`src/rtl/npu_layer_sequencer_if.sv`:
```
// Control/ALU-side bundle of the LeNet layer sequencer: start/abort in, opcode,
// register address, result-byte select and status out.
interface npu_layer_sequencer_if;
  logic       start_i;
  logic       abort_i;
  logic [7:0] alu_o;
  logic [4:0] w_reg_addr_npu_o;
  logic [3:0] res_sel_o;
  logic [2:0] layer_o;
  logic       busy_o;
  logic       done_o;

  modport master (
    output start_i, abort_i,
    input  alu_o, w_reg_addr_npu_o, res_sel_o, layer_o, busy_o, done_o
  );

  modport slave (
    input  start_i, abort_i,
    output alu_o, w_reg_addr_npu_o, res_sel_o, layer_o, busy_o, done_o
  );
endinterface

```
`src/rtl/npu_layer_sequencer.sv`:
```
// Steps the NPU ALU through C1..C5 with a NOP gap after each layer, then moves
// the result bytes into NPU registers with LRMOVE; every output is registered.
module npu_layer_sequencer #(
  parameter logic [7:0] OP_C1     = 8'h01,
  parameter logic [7:0] OP_S2     = 8'h02,
  parameter logic [7:0] OP_C3     = 8'h03,
  parameter logic [7:0] OP_S4     = 8'h04,
  parameter logic [7:0] OP_C5     = 8'h05,
  parameter logic [7:0] OP_LRMOVE = 8'h06,
  parameter logic [7:0] OP_NOP    = 8'h00,
  parameter int         HOLD      = 4,
  parameter int         RES_BYTES = 10,
  parameter logic [4:0] REG_BASE  = 5'd1
) (
  input  logic                        clk_i,
  input  logic                        rst_i,
  npu_layer_sequencer_if.slave        bus
);

  typedef enum logic [2:0] {
    ST_IDLE,
    ST_RUN,
    ST_GAP,
    ST_MOVE,
    ST_DONE
  } state_e;

  localparam logic [3:0] HOLD_LAST = 4'(HOLD - 1);
  localparam logic [3:0] IDX_LAST  = 4'(RES_BYTES - 1);
  localparam logic [2:0] LAYER_IDLE = 3'd7;
  localparam logic [2:0] LAYER_MOVE = 3'd5;

  state_e     state_q, state_d;
  logic [2:0] layer_q, layer_d;
  logic [3:0] hold_q, hold_d;
  logic [3:0] idx_q, idx_d;

  logic [7:0] alu_q, alu_d;
  logic [4:0] waddr_q, waddr_d;
  logic [3:0] sel_q, sel_d;
  logic [2:0] layer_out_q, layer_out_d;
  logic       busy_q, busy_d;
  logic       done_q, done_d;

  always_ff @(posedge clk_i or negedge rst_i) begin
    if (!rst_i) begin
      state_q     <= ST_IDLE;
      layer_q     <= 3'd0;
      hold_q      <= 4'd0;
      idx_q       <= 4'd0;
      alu_q       <= OP_NOP;
      waddr_q     <= 5'd0;
      sel_q       <= 4'd0;
      layer_out_q <= LAYER_IDLE;
      busy_q      <= 1'b0;
      done_q      <= 1'b0;
    end else begin
      state_q     <= state_d;
      layer_q     <= layer_d;
      hold_q      <= hold_d;
      idx_q       <= idx_d;
      alu_q       <= alu_d;
      waddr_q     <= waddr_d;
      sel_q       <= sel_d;
      layer_out_q <= layer_out_d;
      busy_q      <= busy_d;
      done_q      <= done_d;
    end
  end

  // Next state first, then the registered outputs are decoded from the state
  // being entered so they line up with it on the same edge.
  always_comb begin
    state_d     = state_q;
    layer_d     = layer_q;
    hold_d      = hold_q;
    idx_d       = idx_q;
    alu_d       = OP_NOP;
    waddr_d     = waddr_q;
    sel_d       = sel_q;
    layer_out_d = LAYER_IDLE;
    busy_d      = 1'b0;
    done_d      = 1'b0;

    if (bus.abort_i && (state_q != ST_IDLE)) begin
      state_d = ST_IDLE;
      layer_d = 3'd0;
      hold_d  = 4'd0;
      idx_d   = 4'd0;
      waddr_d = 5'd0;
      sel_d   = 4'd0;
    end else begin
      case (state_q)
        ST_IDLE, ST_DONE: begin
          if (bus.start_i) begin
            state_d = ST_RUN;
            layer_d = 3'd0;
            hold_d  = 4'd0;
          end else begin
            state_d = ST_IDLE;
          end
        end
        ST_RUN: begin
          if (hold_q == HOLD_LAST) begin
            state_d = ST_GAP;
            hold_d  = 4'd0;
          end else begin
            hold_d = hold_q + 4'd1;
          end
        end
        ST_GAP: begin
          if (layer_q < 3'd4) begin
            state_d = ST_RUN;
            layer_d = layer_q + 3'd1;
            hold_d  = 4'd0;
          end else begin
            state_d = ST_MOVE;
            idx_d   = 4'd0;
          end
        end
        ST_MOVE: begin
          if (idx_q == IDX_LAST) begin
            state_d = ST_DONE;
            idx_d   = 4'd0;
            layer_d = 3'd0;
          end else begin
            idx_d = idx_q + 4'd1;
          end
        end
        default: state_d = ST_IDLE;
      endcase
    end

    case (state_d)
      ST_RUN: begin
        busy_d      = 1'b1;
        layer_out_d = layer_d;
        case (layer_d)
          3'd0:    alu_d = OP_C1;
          3'd1:    alu_d = OP_S2;
          3'd2:    alu_d = OP_C3;
          3'd3:    alu_d = OP_S4;
          default: alu_d = OP_C5;
        endcase
      end
      ST_GAP: begin
        busy_d      = 1'b1;
        layer_out_d = layer_d;
      end
      ST_MOVE: begin
        busy_d      = 1'b1;
        layer_out_d = LAYER_MOVE;
        alu_d       = OP_LRMOVE;
        sel_d       = idx_d;
        waddr_d     = REG_BASE + {1'b0, idx_d};
      end
      ST_DONE: begin
        done_d = 1'b1;
      end
      default: ;
    endcase
  end

  assign bus.alu_o            = alu_q;
  assign bus.w_reg_addr_npu_o = waddr_q;
  assign bus.res_sel_o        = sel_q;
  assign bus.layer_o          = layer_out_q;
  assign bus.busy_o           = busy_q;
  assign bus.done_o           = done_q;

endmodule
```
`src/flat_wrapper.sv`:
```
// flat-port wrapper written by rule: the top's interface ports become plain ports
module npu_layer_sequencer_flat 
#(
  parameter logic [7:0] OP_C1     = 8'h01,
  parameter logic [7:0] OP_S2     = 8'h02,
  parameter logic [7:0] OP_C3     = 8'h03,
  parameter logic [7:0] OP_S4     = 8'h04,
  parameter logic [7:0] OP_C5     = 8'h05,
  parameter logic [7:0] OP_LRMOVE = 8'h06,
  parameter logic [7:0] OP_NOP    = 8'h00,
  parameter int         HOLD      = 4,
  parameter int         RES_BYTES = 10,
  parameter logic [4:0] REG_BASE  = 5'd1
)
  (clk_i, rst_i, bus_start_i, bus_abort_i, bus_alu_o, bus_w_reg_addr_npu_o, bus_res_sel_o, bus_layer_o, bus_busy_o, bus_done_o);
  npu_layer_sequencer_if bus_i ();
  input  logic clk_i;
  input  logic rst_i;
  input wire logic [$bits(bus_i.start_i)-1:0] bus_start_i;
  input wire logic [$bits(bus_i.abort_i)-1:0] bus_abort_i;
  output wire logic [$bits(bus_i.alu_o)-1:0] bus_alu_o;
  output wire logic [$bits(bus_i.w_reg_addr_npu_o)-1:0] bus_w_reg_addr_npu_o;
  output wire logic [$bits(bus_i.res_sel_o)-1:0] bus_res_sel_o;
  output wire logic [$bits(bus_i.layer_o)-1:0] bus_layer_o;
  output wire logic [$bits(bus_i.busy_o)-1:0] bus_busy_o;
  output wire logic [$bits(bus_i.done_o)-1:0] bus_done_o;
  assign bus_i.start_i = bus_start_i;
  assign bus_i.abort_i = bus_abort_i;
  assign bus_alu_o = bus_i.alu_o;
  assign bus_w_reg_addr_npu_o = bus_i.w_reg_addr_npu_o;
  assign bus_res_sel_o = bus_i.res_sel_o;
  assign bus_layer_o = bus_i.layer_o;
  assign bus_busy_o = bus_i.busy_o;
  assign bus_done_o = bus_i.done_o;
  npu_layer_sequencer #(.OP_C1(OP_C1), .OP_S2(OP_S2), .OP_C3(OP_C3), .OP_S4(OP_S4), .OP_C5(OP_C5), .OP_LRMOVE(OP_LRMOVE), .OP_NOP(OP_NOP), .HOLD(HOLD), .RES_BYTES(RES_BYTES), .REG_BASE(REG_BASE)) u_core (.clk_i(clk_i), .rst_i(rst_i), .bus(bus_i));
endmodule
```
`config.mk`:
```
export PLATFORM = sky130hd
export DESIGN_NAME = npu_layer_sequencer_flat
export DESIGN_NICKNAME = d
export VERILOG_FILES = /design/src/rtl/npu_layer_sequencer_if.sv /design/src/rtl/npu_layer_sequencer.sv /design/src/flat_wrapper.sv
export SDC_FILE = /design/constraint.sdc
export NUM_CORES = 1
export LEC_CHECK = 0
export CORE_MARGIN = 1.5
export CORE_UTILIZATION = 53
export CTS_BUF_LIST = sky130_fd_sc_hd__clkbuf_8 sky130_fd_sc_hd__clkbuf_16
export CTS_CLUSTER_SIZE = 8
export DETAILED_ROUTE_END_ITERATION = 16
export GPL_ROUTABILITY_DRIVEN = 0
export GPL_TIMING_DRIVEN = 0
export PLACE_DENSITY = 0.74
export SLEW_MARGIN = 10
export SYNTH_ARGS = -nofsm -noshare
export SYNTH_HDL_FRONTEND = slang
export SYNTH_SLANG_ARGS = --single-unit
```
`constraint.sdc`:
```
create_clock -name clk_i -period 2.4 [get_ports clk_i]
set_clock_uncertainty 0.2 [all_clocks]
set_input_delay 0.48 -clock clk_i [delete_from_list [all_inputs] [get_ports clk_i]]
set_output_delay 0.48 -clock clk_i [all_outputs]
set_load 0.03 [all_outputs]
```
==> out/metrics.cfg, run 1 <==
[floorplan]
start_util_pct = 56.2
dieHeight_um = 60.1
core_mm2 = 0.00308
fp.dieW_um = 60.1
die_area_mm2 = 0.00362
io_pins = 26
num_rows = 20

[cts]
clock-sinks = 31
clockRootBuffer = clkbuf_8
cts_hold_buf = 0
postCtsSetupBuffers = 0
cts.clk_slew.worst_paths_ps = 70
clockBufferDepth = 2
clock_latency_ps = 290
cts-resized-gates = 0
htree_levels = 2
cts_tree = done
cts_buffers = 5

[worst_setup_path]
rr_worst_depth = 7
arrival_ps = 2210
cp_max_fo = 6
startpoint = u_core.idx_q[0]
end_kind = flop
regToRegSetupSlack_ps = 140
cp.required_ps = 2350
start_kind = flop
critPathKind = flop to flop
r2r-start = u_core.idx_q[0]
crit_end = u_core.bus.w_reg_addr_npu_o[2]
reg2reg_to = u_core.bus.w_reg_addr_npu_o[2]

[synthesis]
synth_xor_area_share_pct = 0.506
syn_inst = 176
yosysWarnings = 0
synth-seq-cells = 31
synth_fa_ha_area_share_pct = 3.62
synth_compound_area_share_pct = 20.5
netlist-cell-type-count = 52
synthMuxAreaShare_pct = 1.16
synth_flop_cell = dfrtp_1
synth_area_mm2 = 0.00173
async_flop_share_pct = 100
synth_top_cells_by_area = dfrtp_1 40%, dfstp_2 4.6%, ha_1 3.6%
synth_edf_count = 0
avgSynthCellArea_um2 = 9.83
synth_top_area_share_pct = 40.5
yosysSeqAreaShare_pct = 45.0
synth_simple_gate_area_share_pct = 20.8
yosys.area.top_type = dfrtp_1
synth_top_family_by_area = simple AND/OR/NAND/NOR gates

[sta]
finalSetupViolations = 0
fin_ws_ps = 145
hold_violations = 0
fmax_ghz = 0.443
tightest_slew_ps = 668
rsz0062_at_grt = false
tns_ps = 0
final.period_utilization_pct = 94.0
fin_crit_ps = 2260
relSlewSlack_pct = 55.5
maxSlewViolCount = 0

[power]
swShare_pct = 41.4
ir_drop_mv = 0.636
power_frac_seq_pct = 32.7
finalPower_mw = 2.35
power.density_mw_per_mm2 = 1110
internal_power_mw = 1.38
combPwrFrac_pct = 47.8
clkPwrFrac_pct = 19.5
p_switching_mw = 0.973
total_leakage_power_nw = 0.975

[global_routing]
first_global_vias = 1340
grt_use_total_pct = 23.0
grt_max_degree = 32
grt_overflow = 0
grt_pass1_wl_mm = 6.11
antenna_found_initial = 0

[cells_and_area]
most-common-layout-cells = 28 x dfrtp_1, 18 x clkdlybuf4s50_1, 14 x nand2_1
mostFrequentLayoutCell = dfrtp_1
nets = 215
stdcell_count = 251
synthToLayoutAreaGrowth_pct = 22.5
num_antenna_cells = 0
drive_gt1_share_pct = 17.9

[routing]
viasPerCell = 5.73
vias = 1439
drt-wirelength-per-cell_um = 15.1
drc = 0
wirelength_mm = 3.78
detail_route.iter0.violations = 56
drt_pass1_iterations = 4
route.antenna.remaining_nets = 0

[placement]
dpl.cell_count = 243
dpl.hpwl_mm = 2.56
pre_cts_slack_ps = 110
io_buffers = 19

[outcome]
status = finished, final reports clean

[run]
max-cap-violations = 0

[min_path]
min_path_type = input port to asynchronous set/reset pin

==> state kept, by name, indices dropped and copies added (netlist names) <==
| signal | cells |
|---|---|
| u_core.bus.alu_o | 3 |
| u_core.bus.busy_o | 1 |
| u_core.bus.done_o | 1 |
| u_core.bus.layer_o | 3 |
| u_core.bus.res_sel_o | 4 |
| u_core.bus.w_reg_addr_npu_o | 5 |
| u_core.hold_q | 4 |
| u_core.idx_q | 4 |
| u_core.layer_q | 3 |
| u_core.state_q | 3 |
==> per-layer routing <==
layer	wire length [um]	global-route usage [%]
met1	1650	29.1
met2	1850	37.1
met3	198	5.19
met4	76	10.8
met5	0	0
==> how the worst min path moves through the flow <==
stage	start	endpoint	slack, ps	depth (start not counted)
2_1_floorplan	rst_i	u_core.bus.alu_o[0]	-20	0
3_3_place_gp	u_core.bus.w_reg_addr_npu_o[0]	u_core.bus.w_reg_addr_npu_o[0]	290	2
3_5_place_dp	u_core.bus.w_reg_addr_npu_o[0]	u_core.bus.w_reg_addr_npu_o[0]	290	2
4_1_cts	rst_i	u_core.bus.done_o	40	1
5_1_grt	rst_i	u_core.bus.res_sel_o[1]	80	1
6_report	rst_i	u_core.bus.done_o	20	1
==> cells by family (layout without fill, tap and decap cells) <==
| kind of cell | count (synthesis) | in the layout |
|---|---|---|
| AOI/OAI and AO/OA | 50 | 50 |
| xor gates and xnor gates | 1 | 1 |
| adders and majority gates | 5 | 5 |
| buffers and inverters | 22 | 49 |
| DFF | 31 | 31 |
| muxes | 2 | 2 |
| other | 1 | 5 |
| and+or+nand+nor | 64 | 64 |
==> cell type report <==
class	count	area, um^2
fillers	246	958
multi-input cells	127	855
flip-flops and latches	31	779
repair buffers	19	185
plain buffers	14	111
clock buffers	7	96.3
well taps	44	55.1
inverters	8	30.0
clock inverters	1	7.51
==> critical path, cell delays in order, from the launching register on <==
cell,delay [ps]
dfrtp_1,460
ha_1,250
nand3b_1,190
a31oi_1,170
a311oi_4,370
ha_1,280
xnor2_1,130
o21ai_0,90
==> Yosys cell counts (4+ instances only) <==
cell       n
nor2_1     8
ha_1       5
inv_1      8
dfrtp_1   28
nand2_1   14
nor3b_1    4
o21ai_0   12
nand2b_1   5
a21oi_1    7
nand3_1    8
nor3_1     4
buf_6      4
buf_4      7
==> power by group through the flow <==
stage	Sequential [mW]	Clock, mW	Combinational (mW)
floorplan	0.927	0	0.599
global placement	0.763	0	1.05
detailed placement	0.770	0	1.08
CTS	0.762	0.466	1.08
global route	0.783	0.481	1.22
finish	0.769	0.457	1.12
==> per-stage QoR <==
| step | instance area (um^2) | utilization [%] | hold slack [ps] |
|---|---|---|---|
| 2_1_floorplan | 1750 | - | -15.6 |
| 3_3_place_gp | 1990 | 64.7 | 293 |
| 3_5_place_dp | 1990 | 64.5 | 295 |
| 4_1_cts | 2090 | 67.9 | 42.1 |
| 5_1_grt | 2120 | 68.9 | 81.7 |
| 6_report | 2120 | 68.9 | 20.1 |
Power figures use the tool's default switching activity.
==> run 2: changes to the inputs <==
- GPL_TIMING_DRIVEN: 0 -> default
==> out/metrics.cfg, run 2 (synthesis results as in run 1) <==
[outcome]
status = finished, final reports clean

[cts]
postCtsSetupBuffers = 0
cts_buffers = 5
cts-resized-gates = 0
clockRootBuffer = clkbuf_8
cts_tree = done
clock_latency_ps = 290
htree_levels = 2
cts.clk_slew.worst_paths_ps = 70
clockBufferDepth = 2
clock-sinks = 31
cts_hold_buf = 0

[routing]
drt-wirelength-per-cell_um = 15.1
viasPerCell = 5.75
detail_route.iter0.violations = 51
drt_pass1_iterations = 4
wirelength_mm = 3.75
drc = 0
vias = 1431
route.antenna.remaining_nets = 0

[placement]
dpl.hpwl_mm = 2.71
dpl.cell_count = 241
io_buffers = 20

[sta]
fmax_ghz = 0.452
tns_ps = 0
maxSlewViolCount = 0
fin_crit_ps = 2210
hold_violations = 0
rsz0062_at_grt = false
final.period_utilization_pct = 92.2
finalSetupViolations = 0

[floorplan]
io_pins = 26
die_area_mm2 = 0.00362
fp.dieW_um = 60.1
dieHeight_um = 60.1
start_util_pct = 56.2
num_rows = 20
core_mm2 = 0.00308

[cells_and_area]
seq_area_um2 = 779
drive_gt1_share_pct = 15.6
mostFrequentLayoutCell = dfrtp_1
most-common-layout-cells = 28 x dfrtp_1, 20 x clkdlybuf4s50_1, 14 x nand2_1
num_antenna_cells = 0
nets = 213
multi_input_area_um2 = 825
fillers = 249
synthToLayoutAreaGrowth_pct = 20.8
largest_register_ffs = 5
stdcell_count = 249

[worst_setup_path]
end_kind = flop
start_kind = flop
cp_max_fo = 9
cp.required_ps = 2350
critPathKind = flop to flop
arrival_ps = 2160

[global_routing]
grt_max_degree = 32
first_global_vias = 1426
grt_use_total_pct = 23.6
grt_pass1_wl_mm = 6.24
grt_overflow = 0
antenna_found_initial = 0

[power]
power.density_mw_per_mm2 = 1150
finalPower_mw = 2.41
total_leakage_power_nw = 0.966
ir_drop_mv = 0.532

[run]
max-cap-violations = 0

[min_path]
min_path_type = flop to flop

run 2: changes by cell type in the layout (fill, tap and decap cells not counted), sizes merged:
cell           before  now
clkbuf              8    6
clkdlybuf4s50      18   20
buf                14   11
clkinvlp            1    0
clkinv              0    1
bufinv              0    1
run 2: per-stage QoR:
step / utilization (%) / setup slack [ps] / hold slack (ps) / instance area [um^2]
6_report: 67.9 / 186 / 328 / 2090
5_1_grt: 67.9 / 47.2 / 354 / 2090
4_1_cts: 67.9 / 232 / 338 / 2090
3_5_place_dp: 64.1 / 77.0 / 323 / 1970
3_3_place_gp: 64.1 / 140 / 306 / 1970
2_1_floorplan: - / 398 / -15.6 / 1750
run 2: path summary, 6_finish.rpt:
kind	endpoint	start	slack [ps]	depth (start not counted)
min reg2reg	u_core.bus.res_sel_o[1]	u_core.bus.res_sel_o[1]	330	2
max in group asynchronous	u_core.bus.layer_o[2]	rst_i	1310	2
min in group asynchronous	u_core.bus.alu_o[1]	rst_i	380	2
max	u_core.bus.w_reg_addr_npu_o[2]	u_core.state_q[1]	190	7
max reg2reg	u_core.bus.w_reg_addr_npu_o[2]	u_core.state_q[1]	190	7
min	u_core.bus.res_sel_o[1]	u_core.bus.res_sel_o[1]	330	2
run 2: cell type report:
cell class,count,area share [%]
clock buffers,6,3.95
multi-input cells,127,39.5
well taps,44,2.63
flip-flops and latches,31,37.3
repair buffers,31,13.5
inverters,8,1.44
clock inverters,2,1.68
run 2: worst max-delay path: stages, from the launching register on:
cell	delay, ps
dfrtp_1	470
nor2b_2	420
nand4b_1	170
and2_1	220
nor2_1	150
ha_1	220
xnor2_1	130
o21ai_0	100
run 2: per-layer routing:
| layer | up-vias | GRT usage (%) | part of all wire [%] |
|---|---|---|---|
| met3 | 9 | 5.19 | 6.1 |
| met1 | 684 | 27.3 | 42 |
| met4 | 0 | 13.3 | 2.3 |
| li1 | 678 | - | - |
| met5 | - | 0 | 0 |
| met2 | 60 | 39.8 | 49 |
run 2: where the power goes:
group	internal [mW]	leakage [nW]	switching, mW	total [mW]
logic	0.454	0.493	0.636	1.09
clock network	0.336	0.0612	0.194	0.530
registers	0.678	0.412	0.113	0.791
total	1.47	0.966	0.943	2.41
==> patch (settings of run 1) <==
`REG_BASE` is set to 5'd1 in 2 places; all go to 5'd0.
--- a/src/rtl/npu_layer_sequencer.sv
+++ b/src/rtl/npu_layer_sequencer.sv
@@ -11,5 +11,5 @@
   parameter int         HOLD      = 4,
   parameter int         RES_BYTES = 10,
-  parameter logic [4:0] REG_BASE  = 5'd1
+  parameter logic [4:0] REG_BASE  = 5'd0
 ) (
   input  logic                        clk_i,
--- a/src/flat_wrapper.sv
+++ b/src/flat_wrapper.sv
@@ -11,5 +11,5 @@
   parameter int         HOLD      = 4,
   parameter int         RES_BYTES = 10,
-  parameter logic [4:0] REG_BASE  = 5'd1
+  parameter logic [4:0] REG_BASE  = 5'd0
 )
   (clk_i, rst_i, bus_start_i, bus_abort_i, bus_alu_o, bus_w_reg_addr_npu_o, bus_res_sel_o, bus_layer_o, bus_busy_o, bus_done_o);
Check against the original RTL: no difference found for any inputs over 10 cycles, from zero or initial values and one cycle with rst_i low; that may be too few to reach the edited logic, so the function may still have changed.
==> patch against run 1 <==
- the run now ends with hold timing left
- sequential cell count shrank 5
- area after synthesis shrank 12%
- first-iteration DRC count shrank 11%
- critical path type is now input port to flop
- clock power shrank 21%
- worst setup slack gained 0.024 ns
- power shrank 28%
- design area shrank 13%
- wire length shrank 18%
- hold slack lost 0.029 ns
- critical endpoint is now u_core.bus.layer_o[2]
- critical path depth shrank 1
==> patch: results (changes against run 1) <==
| Metric | Value |
|---|---|
| Leading post-synthesis cells by cell area | dfrtp_1 38%, dfstp_2 5.2%, buf_4 5.0% |
| Filler instances | 226 (-8.1%) |
| DRT Pass-1 Iters | 4 (unchanged) |
| CTS clock-pin slew for the worst setup and hold paths | 0.09 ns (+0.02 ns) |
| Status | finished, violations left |
| Pre-CTS WS | -0.0649 ns (-0.174 ns) |
| Leakage power | 0.000865 uW (-11%) |
| Vias in the first global route | 1161 (-13%) |
| Slowest cell on crit path | clkdlybuf4s50_1 |
| Number of antenna violations at the first check in global routing | 0 (unchanged) |
| Total Wirelength | 3.08 mm (-18%) |
| Total global routing track utilization | 0.214 (-0.0166) |
| Latest clock arrival within the worst-skew pair | 0.27 ns (-0.02 ns) |
| Commonest cells in the netlist | 23 x dfrtp_1, 11 x nor2_1, 10 x buf_4, 7 x a21o_1 |
| CP Launch Type | input port |
| Fraction of layout instances using a drive strength above 1 | 0.209 (+0.0306) |
| Largest net degree at the start of global routing | 27 (-16%) |
| Clock root buffer | clkbuf_8 |
| Global-route wire length before repair | 5.33 mm (-13%) |
| TritonCTS buffer count | 3 (-2) |
| Final HPWL DP | 2.29 mm (-10%) |
| Transition time at the pin with the least slew margin | 0.590 ns (-0.0773 ns) |
| CP Max Fanout | 8 (+2) |
| Arrival time of the worst setup path | 2.23 ns (+0.02 ns) |
| Via density | 5.68 (-0.84%) |
| Fraction of the yosys area taken by sequential cells | 0.432 (-0.0190) |
| Count of yosys warnings during synthesis | 0 (unchanged) |
| Family with the most delay on the worst path | buffers and inverters |
| Post-layout nets | 181 (-16%) |
| Share of synthesized flip-flops with an asynchronous set or reset | 1.00 (unchanged) |
| Level count of the clock H-tree | 1 (-1) |
| Postcts setup bufs | 0 (unchanged) |
| Launch point of the worst path | bus_abort_i |
| Delay of the slowest critical-path stage | 0.65 ns (+0.19 ns) |
| Number of distinct library cells after synthesis | 46 (-12%) |
| Diodes inserted | 0 (unchanged) |
| Launching point of the worst reg2reg path | u_core.idx_q[1] |
| Hold Crit Class | input port to async pin |
| Iteration-0 DRC count of the detailed router | 50 (-11%) |
| Hold_ws | -0.00914 ns (-0.0292 ns) |
| Quantity of gates resized following cts | 0 (unchanged) |
| Placed Area | 1760 um^2 (-11%) |
| Failing checks | hold timing |
| Maximum VDD drop | 0.691 mV (+8.6%) |
| IO Port Bufs | 19 (unchanged) |
| Hold violation count in the final report | 23 (+23) |
## patch: worst paths after layout
path	slack [ns]	cells past startpoint	endpoint
worst max-delay path	0.17	6	u_core.bus.layer_o[2]
worst min-delay path	-0.009	1	u_core.state_q[0]
worst max register to register	0.20	7	u_core.bus.layer_o[2]
worst min register to register	0.30	1	u_core.hold_q[3]
max in group asynchronous	1.63	1	u_core.bus.layer_o[2]
min in group clk_i	0.30	1	u_core.hold_q[3]
## patch: kinds of logic (layout without fill, tap and decap cells)
logic type | after synthesis | count (layout) | synth area share
AO/OA/AOI/OAI | 40 | 40 | 0.224
flip-flops | 26 | 26 | 0.432
other | 1 | 6 | 0.00247
adder cells (fa/ha/maj) | 4 | 4 | 0.0330
multiplexers | 1 | 1 | 0.00660
AND/OR/NAND/NOR | 53 | 53 | 0.215
buffers and inverters | 19 | 42 | 0.0875
## patch: worst register-to-register path, stage by stage, from the launching register on
cell	delay [ns]
dfrtp_1	0.44
inv_1	0.07
ha_1	0.15
and3b_1	0.24
nand2b_2	0.23
a21o_1	0.28
inv_1	0.15
or3_1	0.37
## patch: layout make-up
| cell class | instances | area [um^2] | area share |
|---|---|---|---|
| Multi-Input combinational cell | 104 | 753 | 0.410 |
| Sequential cell | 26 | 654 | 0.357 |
| Timing Repair Buffer | 19 | 185 | 0.101 |
| Buffer | 14 | 114 | 0.0620 |
| Clock buffer | 3 | 41.3 | 0.0225 |
| Tap cell | 31 | 38.8 | 0.0211 |
| Clock inverter | 1 | 30.0 | 0.0164 |
| Inverter | 5 | 18.8 | 0.0102 |
## patch: routing by layer
layer,part of all wire,GRT usage
met3,0.036,0.0300
met5,0,0
met4,0.020,0.105
met2,0.48,0.341
met1,0.46,0.284
## patch: stage by stage
stage	power [uW]	hold WS [ns]	std cells	setup TNS, ns
5_1_grt	1790	0.0466	203	0
6_report	1690	-0.00914	203	0
2_1_floorplan	1140	-0.0156	149	0
3_3_place_gp	1320	0.273	199	-0.141
4_1_cts	1700	0.303	203	0
3_5_place_dp	1340	0.291	199	-0.169
## patch: report_power, final
| part | total [uW] | switching (uW) | leakage, uW | internal (uW) |
|---|---|---|---|---|
| combinational | 738 | 425 | 0.000485 | 313 |
| clock | 362 | 138 | 0.0000357 | 223 |
| sequential | 593 | 49.9 | 0.000345 | 543 |
